## src/rtl/uart_led_rx.sv

```systemverilog
// uart_led_rx: 8N1 serial receiver that latches each good byte onto the LEDs.
// Also exposes a byte strobe and a framing-error strobe.
module uart_led_rx #(
  parameter int CLK_FREQ  = 25_000_000,
  parameter int BAUD_RATE = 115_200
) (
  input  logic       clk,
  input  logic       rst_n,
  input  logic       rx,
  output logic [7:0] leds,
  output logic [7:0] rx_data,
  output logic       rx_valid,
  output logic       frame_err
);

  localparam int CLKS_PER_BIT = CLK_FREQ / BAUD_RATE;
  localparam int HALF_BIT     = CLKS_PER_BIT / 2;

  localparam logic [15:0] HALF_M1 = 16'(HALF_BIT - 1);
  localparam logic [15:0] BIT_M1  = 16'(CLKS_PER_BIT - 1);

  localparam logic [2:0] S_IDLE    = 3'd0;
  localparam logic [2:0] S_START   = 3'd1;
  localparam logic [2:0] S_DATA    = 3'd2;
  localparam logic [2:0] S_STOP    = 3'd3;
  localparam logic [2:0] S_RECOVER = 3'd4;

  logic        rx_meta;
  logic        rxs;
  logic [2:0]  state;
  logic [15:0] cnt;
  logic [2:0]  bit_idx;
  logic [7:0]  shreg;

  always_ff @(posedge clk or negedge rst_n) begin
    if (!rst_n) begin
      rx_meta <= 1'b1;
      rxs     <= 1'b1;
    end else begin
      rx_meta <= rx;
      rxs     <= rx_meta;
    end
  end

  always_ff @(posedge clk or negedge rst_n) begin
    if (!rst_n) begin
      state     <= S_IDLE;
      cnt       <= '0;
      bit_idx   <= '0;
      shreg     <= '0;
      leds      <= '0;
      rx_data   <= '0;
      rx_valid  <= 1'b0;
      frame_err <= 1'b0;
    end else begin
      rx_valid  <= 1'b0;
      frame_err <= 1'b0;
      unique case (state)
        S_IDLE: begin
          if (!rxs) begin
            cnt   <= '0;
            state <= S_START;
          end
        end
        S_START: begin
          if (cnt == HALF_M1) begin
            cnt     <= '0;
            bit_idx <= '0;
            // a high mid-start-bit is a line glitch, not a frame
            state   <= rxs ? S_IDLE : S_DATA;
          end else begin
            cnt <= cnt + 16'd1;
          end
        end
        S_DATA: begin
          if (cnt == BIT_M1) begin
            cnt     <= '0;
            shreg   <= {rxs, shreg[7:1]};
            bit_idx <= bit_idx + 3'd1;
            if (bit_idx == 3'd7)
              state <= S_STOP;
          end else begin
            cnt <= cnt + 16'd1;
          end
        end
        S_STOP: begin
          if (cnt == BIT_M1) begin
            cnt <= '0;
            if (rxs) begin
              rx_valid <= 1'b1;
              rx_data  <= shreg;
              leds     <= shreg;
              state    <= S_IDLE;
            end else begin
              frame_err <= 1'b1;
              state     <= S_RECOVER;
            end
          end else begin
            cnt <= cnt + 16'd1;
          end
        end
        S_RECOVER: begin
          // hold off until the line returns high so a break is not a start
          if (rxs)
            state <= S_IDLE;
        end
        default: state <= S_IDLE;
      endcase
    end
  end

endmodule

```

## config.mk

```make
export PLATFORM = sky130hd
export DESIGN_NAME = uart_led_rx
export DESIGN_NICKNAME = d
export VERILOG_FILES = /design/src/rtl/uart_led_rx.sv
export SDC_FILE = /design/constraint.sdc
export NUM_CORES = 1
export LEC_CHECK = 0
export ABC_AREA = 1
export ABC_CLOCK_PERIOD_IN_PS = 1400
export CELL_PAD_IN_SITES_DETAIL_PLACEMENT = 0
export CELL_PAD_IN_SITES_GLOBAL_PLACEMENT = 1
export CORE_MARGIN = 2
export CORE_UTILIZATION = 38
export CTS_BUF_LIST = sky130_fd_sc_hd__clkbuf_4 sky130_fd_sc_hd__clkbuf_8 sky130_fd_sc_hd__clkbuf_16
export CTS_CLUSTER_SIZE = 20
export DETAILED_ROUTE_END_ITERATION = 12
export GPL_TIMING_DRIVEN = 0
export PLACE_DENSITY_LB_ADDON = 0.1
export SLEW_MARGIN = 20
export SYNTH_ARGS = -nofsm -noshare
export SYNTH_HDL_FRONTEND = slang
export SYNTH_SLANG_ARGS = --single-unit
export TNS_END_PERCENT = 10
```

## constraint.sdc

```tcl
create_clock -name clk -period 1.4 [get_ports clk]
set_input_delay 0.28 -clock clk [delete_from_list [all_inputs] [get_ports clk]]
set_output_delay 0.28 -clock clk [all_outputs]
set_load 0.005 [all_outputs]
```

==> results of run 1 <==
## state kept, by name, indices dropped and copies added, names as in the netlist
signal and count:
rxs 1, rx_data 8, rx_valid 1, rx_meta 1, state 3, shreg 8
frame_err 1, cnt 16, bit_idx 3
## path summary, 6_finish.rpt
path	from	to	slack (ps)	cells after the start
worst max-delay path	cnt[0]$_DFFE_PN0P_	rx_data[4]$_DFFE_PN0P_	-190	9
worst min register to register	rx_meta$_DFF_PN1_	rxs$_DFF_PN1_	360	0
worst min-delay path	rx_meta$_DFF_PN1_	rxs$_DFF_PN1_	360	0
min in group asynchronous	rst_n	cnt[3]$_DFFE_PN0P_	440	2
worst max register to register	cnt[0]$_DFFE_PN0P_	rx_data[4]$_DFFE_PN0P_	-190	9
max in group asynchronous	rst_n	cnt[10]$_DFFE_PN0P_	470	3
## cell usage in the layout (no fill, tap or decap), types with 2 or more instances in the layout
cell type / n
nand2_1: 68
dfrtp_1: 34
buf_4: 33
inv_1: 32
nor2_1: 22
nand3_1: 14
o21ai_2: 11
o21ai_0: 10
dlygate4sd2_1: 10
nor2_2: 9
o21ai_1: 9
nor2_4: 6
nand2_2: 6
nor3_1: 6
dfrtp_2: 6
inv_2: 5
buf_6: 5
clkbuf_8: 5
xor2_1: 4
nand2_4: 3
nand4_1: 3
nor4_1: 2
nand3_2: 2
buf_8: 2
a21oi_1: 2
ha_4: 2
ha_1: 2
bufinv_16: 2
buf_12: 2
dfstp_2: 2
## power by group
part | switching [mW] | internal [mW] | leakage [nW]
logic | 0.0271 | 0.0117 | 0.818
clock network | 0.454 | 0.715 | 0.0683
registers | 0.00320 | 1.22 | 0.556
total | 0.484 | 1.94 | 1.44
## final cells by class
type / count / area [sq um]
clock buffer: 5 / 68.82
inverter: 37 / 138.9
fill: 615 / 2800
tap: 75 / 93.84
timing repair buffer: 43 / 374.1
clock inverter: 3 / 68.82
buffer: 12 / 112.6
sequential: 42 / 1061
multi-input combinational: 187 / 1097
## metal layers
layer / track usage (%) / vias to the layer above
met5: 0 / -
met4: 5.254 / 0
met3: 3.778 / 2
met2: 27.11 / 27
met1: 22.81 / 867
li1: - / 962
## repair_timing
action / 4_1_cts / 5_1_grt
setup buffers: 8 / 12
gates cloned: 2 / 0
resized for setup: 39 / 34
setup endpoints to repair: 54 / 39
pin swaps: 7 / 8
hold endpoints to repair: 14 / 0
hold buffers: 1 / 0
## stage by stage
stage               setup slack [ps]  hold slack [ps]
global route                  -286.9            362.6
floorplan                     -31.83           -15.59
CTS                           -185.9            361.1
global placement               -1119            346.6
finish                        -188.2            359.8
detailed placement            -284.6            236.3
## synth_stat cells
cell     count
o21ai_2      9
nand2_1     73
nor3_4       1
nor4_1       2
buf_4        9
a31oi_1      1
nor3_1       6
nand3_2      1
buf_6        3
nor2_4       3
nand4_2      1
nand3_1     16
inv_2        2
a21oi_1      2
nand2_2      3
nand4_1      3
inv_1       35
ha_1         4
nor2_1      30
xor2_1       4
o21ai_0     21
dfrtp_1     40
nor2_8       1
nand2_4      2
dfstp_2      2
nor2_2       3
## kinds of logic (layout without fill, tap and decap cells)
logic type / after synthesis / in the layout
AO/OA/AOI/OAI: 33 / 33
XOR/XNOR: 4 / 4
adder cells (fa/ha/maj): 4 / 4
buffers and inverters: 49 / 100
flip-flops: 42 / 42
AND/OR/NAND/NOR: 145 / 146
==> impl_metrics.csv, run 1 <==
group,metric,value,unit
status,status,"finished with violations",
status,violations,"negative setup slack",
finish,drive_above_1_share,32.83,%
critical_path,setup.worst_path.start_class,"flop",
finish,antenna_cells,0,
placement,placed_area,0.002569,sq mm
power_and_ir_drop,power.leakage,1.442,nW
drt,final_antenna_net_count,0,
timing,hold_viol,0,
finish,post-route-util,51.85,%
finish,syn2layout_area_growth,33.44,%
clock_network,cts_buffers,5,
critical_path,crit_type,"flop to flop",
critical_path,worstPathRequired,1590,ps
floorplanning,die_w,81.12,microns
clock_network,cts_tree,"done",
clock_network,htreeDepth,2,
drt,routed-wl-met2,2.408,mm
critical_path,critPathArrivalTime,1780,ps
floorplanning,placementRows,28,
floorplanning,die_y,81.12,microns
drt,routed_wl,4.992,mm
critical_path,path_delay_family,"flip-flops",
yosys,yosysWarningCount,0,
timing,fin_crit_sh,113.4,%
yosys,synth_top_area_share,44.30,%
yosys,ys_seq_elements,42,
timing,max_freq,629.6,MHz
clock_network,insertion_delay,290,ps
critical_path,crit_buf_inv,3,
yosys,synthDistinctLibCells,26,
yosys,syn_area,0.002260,sq mm
timing,slew_violations,0,
finish,num-nets-final,335,
placement,gp_congestion,0.8228,
clock_network,clockBufferDepth,2,
placement,place_inst,373,
clock_network,clk_pin_slew,90,ps
drt,vias,1858,
clock_network,cts-root-buf,"clkbuf_8",
global_routing,grt_overflow,0,
flow_run,max_cap_viol_count,0,
placement,dp_hpwl,3.455,mm
yosys,yosys.area_share.simple,30.12,%
drt,drt_iter0_markers,62,
critical_path,cp_slowest_cell,"dfrtp_1",
timing,fin_setup_tns,-3222,ps
yosys,synth_nets,284,
global_routing,grt_pass1_vias,1772,
timing,rsz0062_at_grt,"yes",
yosys,synth_compound_area_share,8.859,%
critical_path,path_cells,"inv_2 -> ha_4 -> nand3_4 -> nor2_4 -> buf_6 -> nand4_4 -> buf_8 -> nand2_2 -> o21ai_2",
floorplanning,dieArea,0.006580,sq mm
timing,setup_viol,34,
floorplanning,initial_core_util,38.86,%
power_and_ir_drop,power.density,805.2,mW/mm^2
yosys,yosysTopAreaCell,"dfrtp_1",
yosys,synth_area_leaders,"dfrtp_1 44%, nand2_1 12%, inv_1 5.8%, nor2_1 5.0%, o21ai_0 4.7%",
timing,slew_headroom,72.95,%
power_and_ir_drop,vdd_drop_max,0.0005600,V
timing,worst_slew_pin_slew,405.8,ps
finish,layout.cells.non_filler,404,
global_routing,grt_pass1_wl,8.528,mm
yosys,synthXorXnorAreaFrac,1.550,%
yosys,synth_fa_ha_area_share,2.215,%
drt,met3_length,169,microns
critical_path,cp-end-kind,"flop",
drt,wl_met1,2.380,mm
power_and_ir_drop,p_total,2.428,mW
floorplanning,core_area,0.005816,sq mm
critical_path,max_stage_delay,440,ps
placement,port_buffers,20,
drt,dr.pass1.iters,4,
finish,final_cell_area,0.003015,sq mm
global_routing,antenna_found_initial,0,
yosys,avgSynthCellArea,8.158,sq um
drt,wl_per_cell,12.36,microns
drt,top_layer,"met4",
drt,routed_via_density,4.599,
timing,final.setup.worst_slack,-188.2,ps
global_routing,grt.total_usage,16.91,%
yosys,synth_seq_area_share,46.62,%
yosys,synth_top_family_by_area,"simple AND/OR/NAND/NOR gates",
clock_network,clock_sinks,42,
critical_path,path_max_fanout,10,
yosys,muxShareOfSynthArea,0,%
worst_hold_path,min_path_type,"flop to flop",
global_routing,grt_max_degree,27,
timing,skew,7.512,ps
timing,fin_crit,1588,ps
drt,drc,0,
yosys,syn_inst,277,
floorplanning,num_io_pins,21,
(Power assumes the default switching activity.)
==> run 2: changes to the inputs <==
--- a/config.mk
+++ b/config.mk
@@ -10,12 +10,13 @@
 export CELL_PAD_IN_SITES_DETAIL_PLACEMENT = 0
 export CELL_PAD_IN_SITES_GLOBAL_PLACEMENT = 1
 export CORE_MARGIN = 2
-export CORE_UTILIZATION = 38
-export CTS_BUF_LIST = sky130_fd_sc_hd__clkbuf_4 sky130_fd_sc_hd__clkbuf_8 sky130_fd_sc_hd__clkbuf_16
+export CORE_UTILIZATION = 40
+export CTS_BUF_LIST = sky130_fd_sc_hd__clkbuf_4 sky130_fd_sc_hd__clkbuf_8
 export CTS_CLUSTER_SIZE = 20
 export DETAILED_ROUTE_END_ITERATION = 12
 export GPL_TIMING_DRIVEN = 0
 export PLACE_DENSITY_LB_ADDON = 0.1
+export SKIP_LAST_GASP = 1
 export SLEW_MARGIN = 20
 export SYNTH_ARGS = -nofsm -noshare
 export SYNTH_HDL_FRONTEND = slang
==> impl_metrics.csv, run 2 (same netlist as run 1, synthesis figures left out) <==
group,metric,value,unit
status,status,"finished with violations",
status,violations,"negative setup slack",
floorplanning,die_w,79.16,microns
global_routing,grt.total_usage,18.61,%
drt,routed_via_density,4.830,
floorplanning,placementRows,27,
finish,final_cell_mix,"69 x nand2_1, 38 x dfrtp_1, 32 x inv_1",
timing,rsz0062_at_grt,"yes",
clock_network,cts_buffers,5,
floorplanning,die_y,79.16,microns
timing,slew_headroom,64.87,%
finish,fill_cells,540,
drt,drc,0,
clock_network,clockBufferDepth,2,
critical_path,path_cells,"buf_4 -> clkdlybuf4s50_1",
finish,register_area,0.001056,sq mm
drt,drt_iter0_markers,89,
floorplanning,core_area,0.005473,sq mm
timing,slew_violations,0,
clock_network,insertion_delay,300,ps
finish,syn2layout_area_growth,34.44,%
finish,regMostFlops,"cnt",
timing,setup_viol,52,
finish,num-nets-final,340,
floorplanning,dieArea,0.006266,sq mm
drt,wl_per_cell,12.96,microns
placement,port_buffers,20,
placement,gp_congestion,0.8287,
timing,final.setup.worst_slack,-156.8,ps
critical_path,path_delay_family,"buffers and inverters",
clock_network,htreeDepth,2,
critical_path,max_stage_delay,480,ps
global_routing,grt_overflow,0,
finish,drive_above_1_share,28.44,%
critical_path,crit_buf_inv,2,
placement,pre_cts_ws,-246.8,ps
timing,hold_ws,367.6,ps
timing,fin_crit_sh,111.2,%
timing,skew,9.027,ps
finish,top_regs,"cnt (16), rx_data (8), shreg (8)",
critical_path,setup.worst_path.start_class,"flop",
floorplanning,initial_core_util,41.29,%
critical_path,r2r_setup_slack,-110,ps
critical_path,worstPathRequired,1120,ps
finish,layout.cells.non_filler,406,
clock_network,clk_pin_slew,90,ps
flow_run,max_cap_viol_count,0,
clock_network,clock_sinks,42,
drt,final_antenna_net_count,0,
global_routing,grt_pass1_vias,1933,
worst_hold_path,min_path_type,"flop to flop",
finish,final_common_cell,"nand2_1",
timing,fin_crit,1557,ps
timing,hold_viol,0,
drt,dr.pass1.iters,5,
power_and_ir_drop,power.density,681.9,mW/mm^2
global_routing,antenna_found_initial,0,
floorplanning,num_io_pins,21,
critical_path,crit_type,"flop to primary output",
drt,routed_wl,5.261,mm
placement,place_inst,370,
timing,max_freq,642.3,MHz
power_and_ir_drop,power.leakage,1.415,nW
finish,multi_input_area,0.001074,sq mm
critical_path,critPathArrivalTime,1280,ps
drt,vias,1961,
finish,post-route-util,55.51,%
power_and_ir_drop,vdd_drop_max,0.0005090,V
critical_path,path_max_fanout,3,
timing,worst_slew_pin_slew,526.9,ps
finish,antenna_cells,0,
critical_path,cp-end-kind,"primary output",
finish,largest_reg_flops,16,
critical_path,cp_slowest_cell,"clkdlybuf4s50_1",
global_routing,grt_max_degree,23,
clock_network,cts_tree,"done",
global_routing,grt_pass1_wl,9.101,mm
clock_network,cts-root-buf,"clkbuf_8",
power_and_ir_drop,p_total,2.072,mW
placement,dp_hpwl,3.435,mm
## run 2: changes by cell type in the layout (fill, tap and decap cells not counted), moves of 9 or more
| cell | before | now |
|---|---|---|
| clkdlybuf4s50_1 | 1 | 17 |
| o21ai_0 | 10 | 21 |
| dlygate4sd2_1 | 10 | 1 |
| o21ai_1 | 9 | 0 |
## run 2: metrics by stage
stage / TNS (ps) / area [sq um]
global placement: -53280 / 2550
floorplan: -384.9 / 2260
global route: -8666 / 3038
detailed placement: -5821 / 2572
finish: -3801 / 3038
CTS: -3881 / 2948
## run 2: what timing repair did
item,4_1_cts,5_1_grt
setup endpoints to repair,53,57
setup buffers,19,7
gates resized for setup,24,6
hold buffers,1,0
pin swaps,13,8
hold endpoints to repair,18,0
gates cloned,1,0
## run 2: power by group
part / total, mW / internal [mW] / leakage [nW] / switching [mW]
combinational: 0.0432 / 0.0139 / 0.812 / 0.0292
clock: 0.808 / 0.371 / 0.0408 / 0.437
sequential: 1.22 / 1.22 / 0.562 / 0.00350
total: 2.07 / 1.60 / 1.41 / 0.469
## run 2: layer usage
metal	track usage, %	share of wire [%]	vias up
met4	5.690	1.3	0
met5	0	0	-
met2	30.85	49	45
met3	3.864	3.3	8
li1	-	-	983
met1	24.49	46	925
## run 2: worst paths after layout
check                                  startpoint                endpoint  cells after the start
max in group asynchronous                   rst_n     cnt[10]$_DFFE_PN0P_                      3
min in group asynchronous                   rst_n     cnt[14]$_DFFE_PN0P_                      2
min reg2reg                     rx_meta$_DFF_PN1_           rxs$_DFF_PN1_                      0
max reg2reg                    cnt[2]$_DFFE_PN0P_  bit_idx[2]$_DFFE_PN0P_                      9
min                             rx_meta$_DFF_PN1_           rxs$_DFF_PN1_                      0
max                        rx_data[4]$_DFFE_PN0P_              rx_data[4]                      2
## run 2: layout make-up
| cell class | count | share of cell area, % |
|---|---|---|
| sequential | 42 | 34.76 |
| clock inverter | 2 | 0.4942 |
| timing repair buffer | 48 | 16.02 |
| clock buffer | 6 | 2.512 |
| inverter | 37 | 4.572 |
| multi-input combinational | 187 | 35.34 |
| buffer | 12 | 3.336 |
| tap | 72 | 2.965 |
==> run 3: changes to the inputs <==
--- a/config.mk
+++ b/config.mk
@@ -6,11 +6,10 @@
 export NUM_CORES = 1
 export LEC_CHECK = 0
 export ABC_AREA = 1
-export ABC_CLOCK_PERIOD_IN_PS = 1400
+export ABC_CLOCK_PERIOD_IN_PS = 1600
 export CELL_PAD_IN_SITES_DETAIL_PLACEMENT = 0
 export CELL_PAD_IN_SITES_GLOBAL_PLACEMENT = 1
-export CORE_MARGIN = 2
-export CORE_UTILIZATION = 40
+export CORE_UTILIZATION = 44
 export CTS_BUF_LIST = sky130_fd_sc_hd__clkbuf_4 sky130_fd_sc_hd__clkbuf_8
 export CTS_CLUSTER_SIZE = 20
 export DETAILED_ROUTE_END_ITERATION = 12
==> constraint.sdc (replaced) <==
create_clock -name clk -period 1.6 [get_ports clk]
set_input_delay 0.32 -clock clk [delete_from_list [all_inputs] [get_ports clk]]
set_output_delay 0.32 -clock clk [all_outputs]
set_load 0.005 [all_outputs]
==> impl_metrics.csv, run 3 (same netlist as run 1, synthesis figures left out) <==
group,metric,value,unit
finish,post-route-util,58.52,%
drt,wl_per_cell,12.07,microns
timing,worst_slew_pin_slew,357.1,ps
critical_path,max_stage_delay,490,ps
drt,routed_via_density,4.797,
drt,drc,0,
global_routing,grt_overflow,0,
timing,setup_viol,0,
floorplanning,die_w,73.67,microns
power_and_ir_drop,power.density,646.7,mW/mm^2
timing,skew,4.709,ps
global_routing,antenna_found_initial,0,
critical_path,critPathArrivalTime,1270,ps
drt,final_antenna_net_count,0,
power_and_ir_drop,power.leakage,1.318,nW
finish,regMostFlops,"cnt",
finish,final_cell_mix,"71 x nand2_1, 39 x dfrtp_1, 32 x inv_1",
clock_network,cts_tree,"done",
drt,vias,1842,
critical_path,crit_type,"flop to primary output",
finish,top_regs,"cnt (16), rx_data (8), shreg (8)",
timing,fin_setup_tns,0,ps
floorplanning,initial_core_util,46.91,%
drt,routed_wl,4.634,mm
power_and_ir_drop,p_total,1.823,mW
finish,final_common_cell,"nand2_1",
global_routing,grt_pass1_vias,1638,
finish,antenna_cells,0,
placement,dp_hpwl,3.313,mm
timing,slew_violations,0,
timing,fin_crit,1588,ps
critical_path,cp-end-kind,"primary output",
clock_network,cts-root-buf,"clkbuf_8",
drt,dr.pass1.iters,4,
timing,hold_viol,0,
finish,drive_above_1_share,22.08,%
timing,max_freq,629.6,MHz
critical_path,cp_slowest_cell,"clkdlybuf4s50_1",
floorplanning,die_y,73.67,microns
global_routing,grt.total_usage,18.73,%
critical_path,path_max_fanout,3,
timing,slew_headroom,76.19,%
critical_path,path_cells,"buf_4 -> clkdlybuf4s50_1",
placement,gp_congestion,0.8319,
global_routing,grt_pass1_wl,7.638,mm
power_and_ir_drop,vdd_drop_max,0.0003063,V
clock_network,insertion_delay,290,ps
status,status,"finished, final reports clean",
clock_network,clock_sinks,42,
placement,pre_cts_ws,-43.95,ps
clock_network,cts_buffers,5,
finish,syn2layout_area_growth,24.75,%
timing,hold_ws,359.0,ps
global_routing,grt_max_degree,29,
drt,drt_iter0_markers,91,
floorplanning,dieArea,0.005427,sq mm
worst_hold_path,min_path_type,"flop to flop",
timing,rsz0062_at_grt,"yes",
clock_network,clk_pin_slew,80,ps
finish,num-nets-final,323,
clock_network,htreeDepth,2,
critical_path,setup.worst_path.start_class,"flop",
floorplanning,core_area,0.004817,sq mm
finish,largest_reg_flops,16,
floorplanning,placementRows,25,
critical_path,worstPathRequired,1280,ps
timing,final.setup.worst_slack,11.81,ps
flow_run,max_cap_viol_count,0,
timing,fin_crit_sh,99.26,%
placement,port_buffers,20,
floorplanning,num_io_pins,21,
clock_network,clockBufferDepth,2,
-- run 3: metal layers --
layer  up-vias  GRT usage [%]  wire length, microns
li1        940              -                     -
met1       862          28.22                  2316
met2        34          26.40                  2079
met3         6          4.115                   174
met4         0          6.410                    64
met5         -              0                     0
-- run 3: final timing paths --
path                                             start                     end  slack (ps)  cells after the start
worst min register to register       rx_meta$_DFF_PN1_           rxs$_DFF_PN1_         360                      0
worst max-delay path            rx_data[6]$_DFFE_PN0P_              rx_data[6]          10                      2
worst max register to register      cnt[0]$_DFFE_PN0P_  bit_idx[2]$_DFFE_PN0P_          30                     10
min in group asynchronous                        rst_n      cnt[6]$_DFFE_PN0P_         480                      2
worst min-delay path                 rx_meta$_DFF_PN1_           rxs$_DFF_PN1_         360                      0
max in group asynchronous                        rst_n           rxs$_DFF_PN1_         590                      3
-- run 3: metrics by stage --
stage | area (sq um) | std cells
after floorplan | 2260 | 277
after global placement | 2544 | 364
after detailed placement | 2559 | 365
after CTS | 2664 | 374
after global routing | 2819 | 384
final | 2819 | 384
-- run 3: repair_timing --
item | 4_1_cts | 5_1_grt
buffers inserted | 0 | 9
endpoints found under the setup margin | 20 | 41
hold buffers | 1 | 0
pin swaps | 0 | 5
resized for setup | 0 | 17
hold endpoints to repair | 14 | 0
cloned | 0 | 1
-- run 3: area by class of cell --
type	count	area, sq um
inverter	37	138.9
timing repair buffer	31	307.8
fill	495	1998
buffer	12	101.3
multi-input combinational	187	1037
clock inverter	1	5.005
clock buffer	7	90.09
tap	67	83.83
sequential	42	1055
-- run 3: where the power goes --
part / leakage (nW) / internal, mW / total (mW) / switching, mW
Clock: 0.0517 / 0.365 / 0.722 / 0.356
Combinational: 0.703 / 0.0103 / 0.0336 / 0.0233
Sequential: 0.563 / 1.07 / 1.07 / 0.00262
-- run 3: worst max-delay path, delay by kind of cell, from the launching register on --
family / cells / cell delay, ps
DFF: 1 / 380
buffers and inverters: 2 / 600
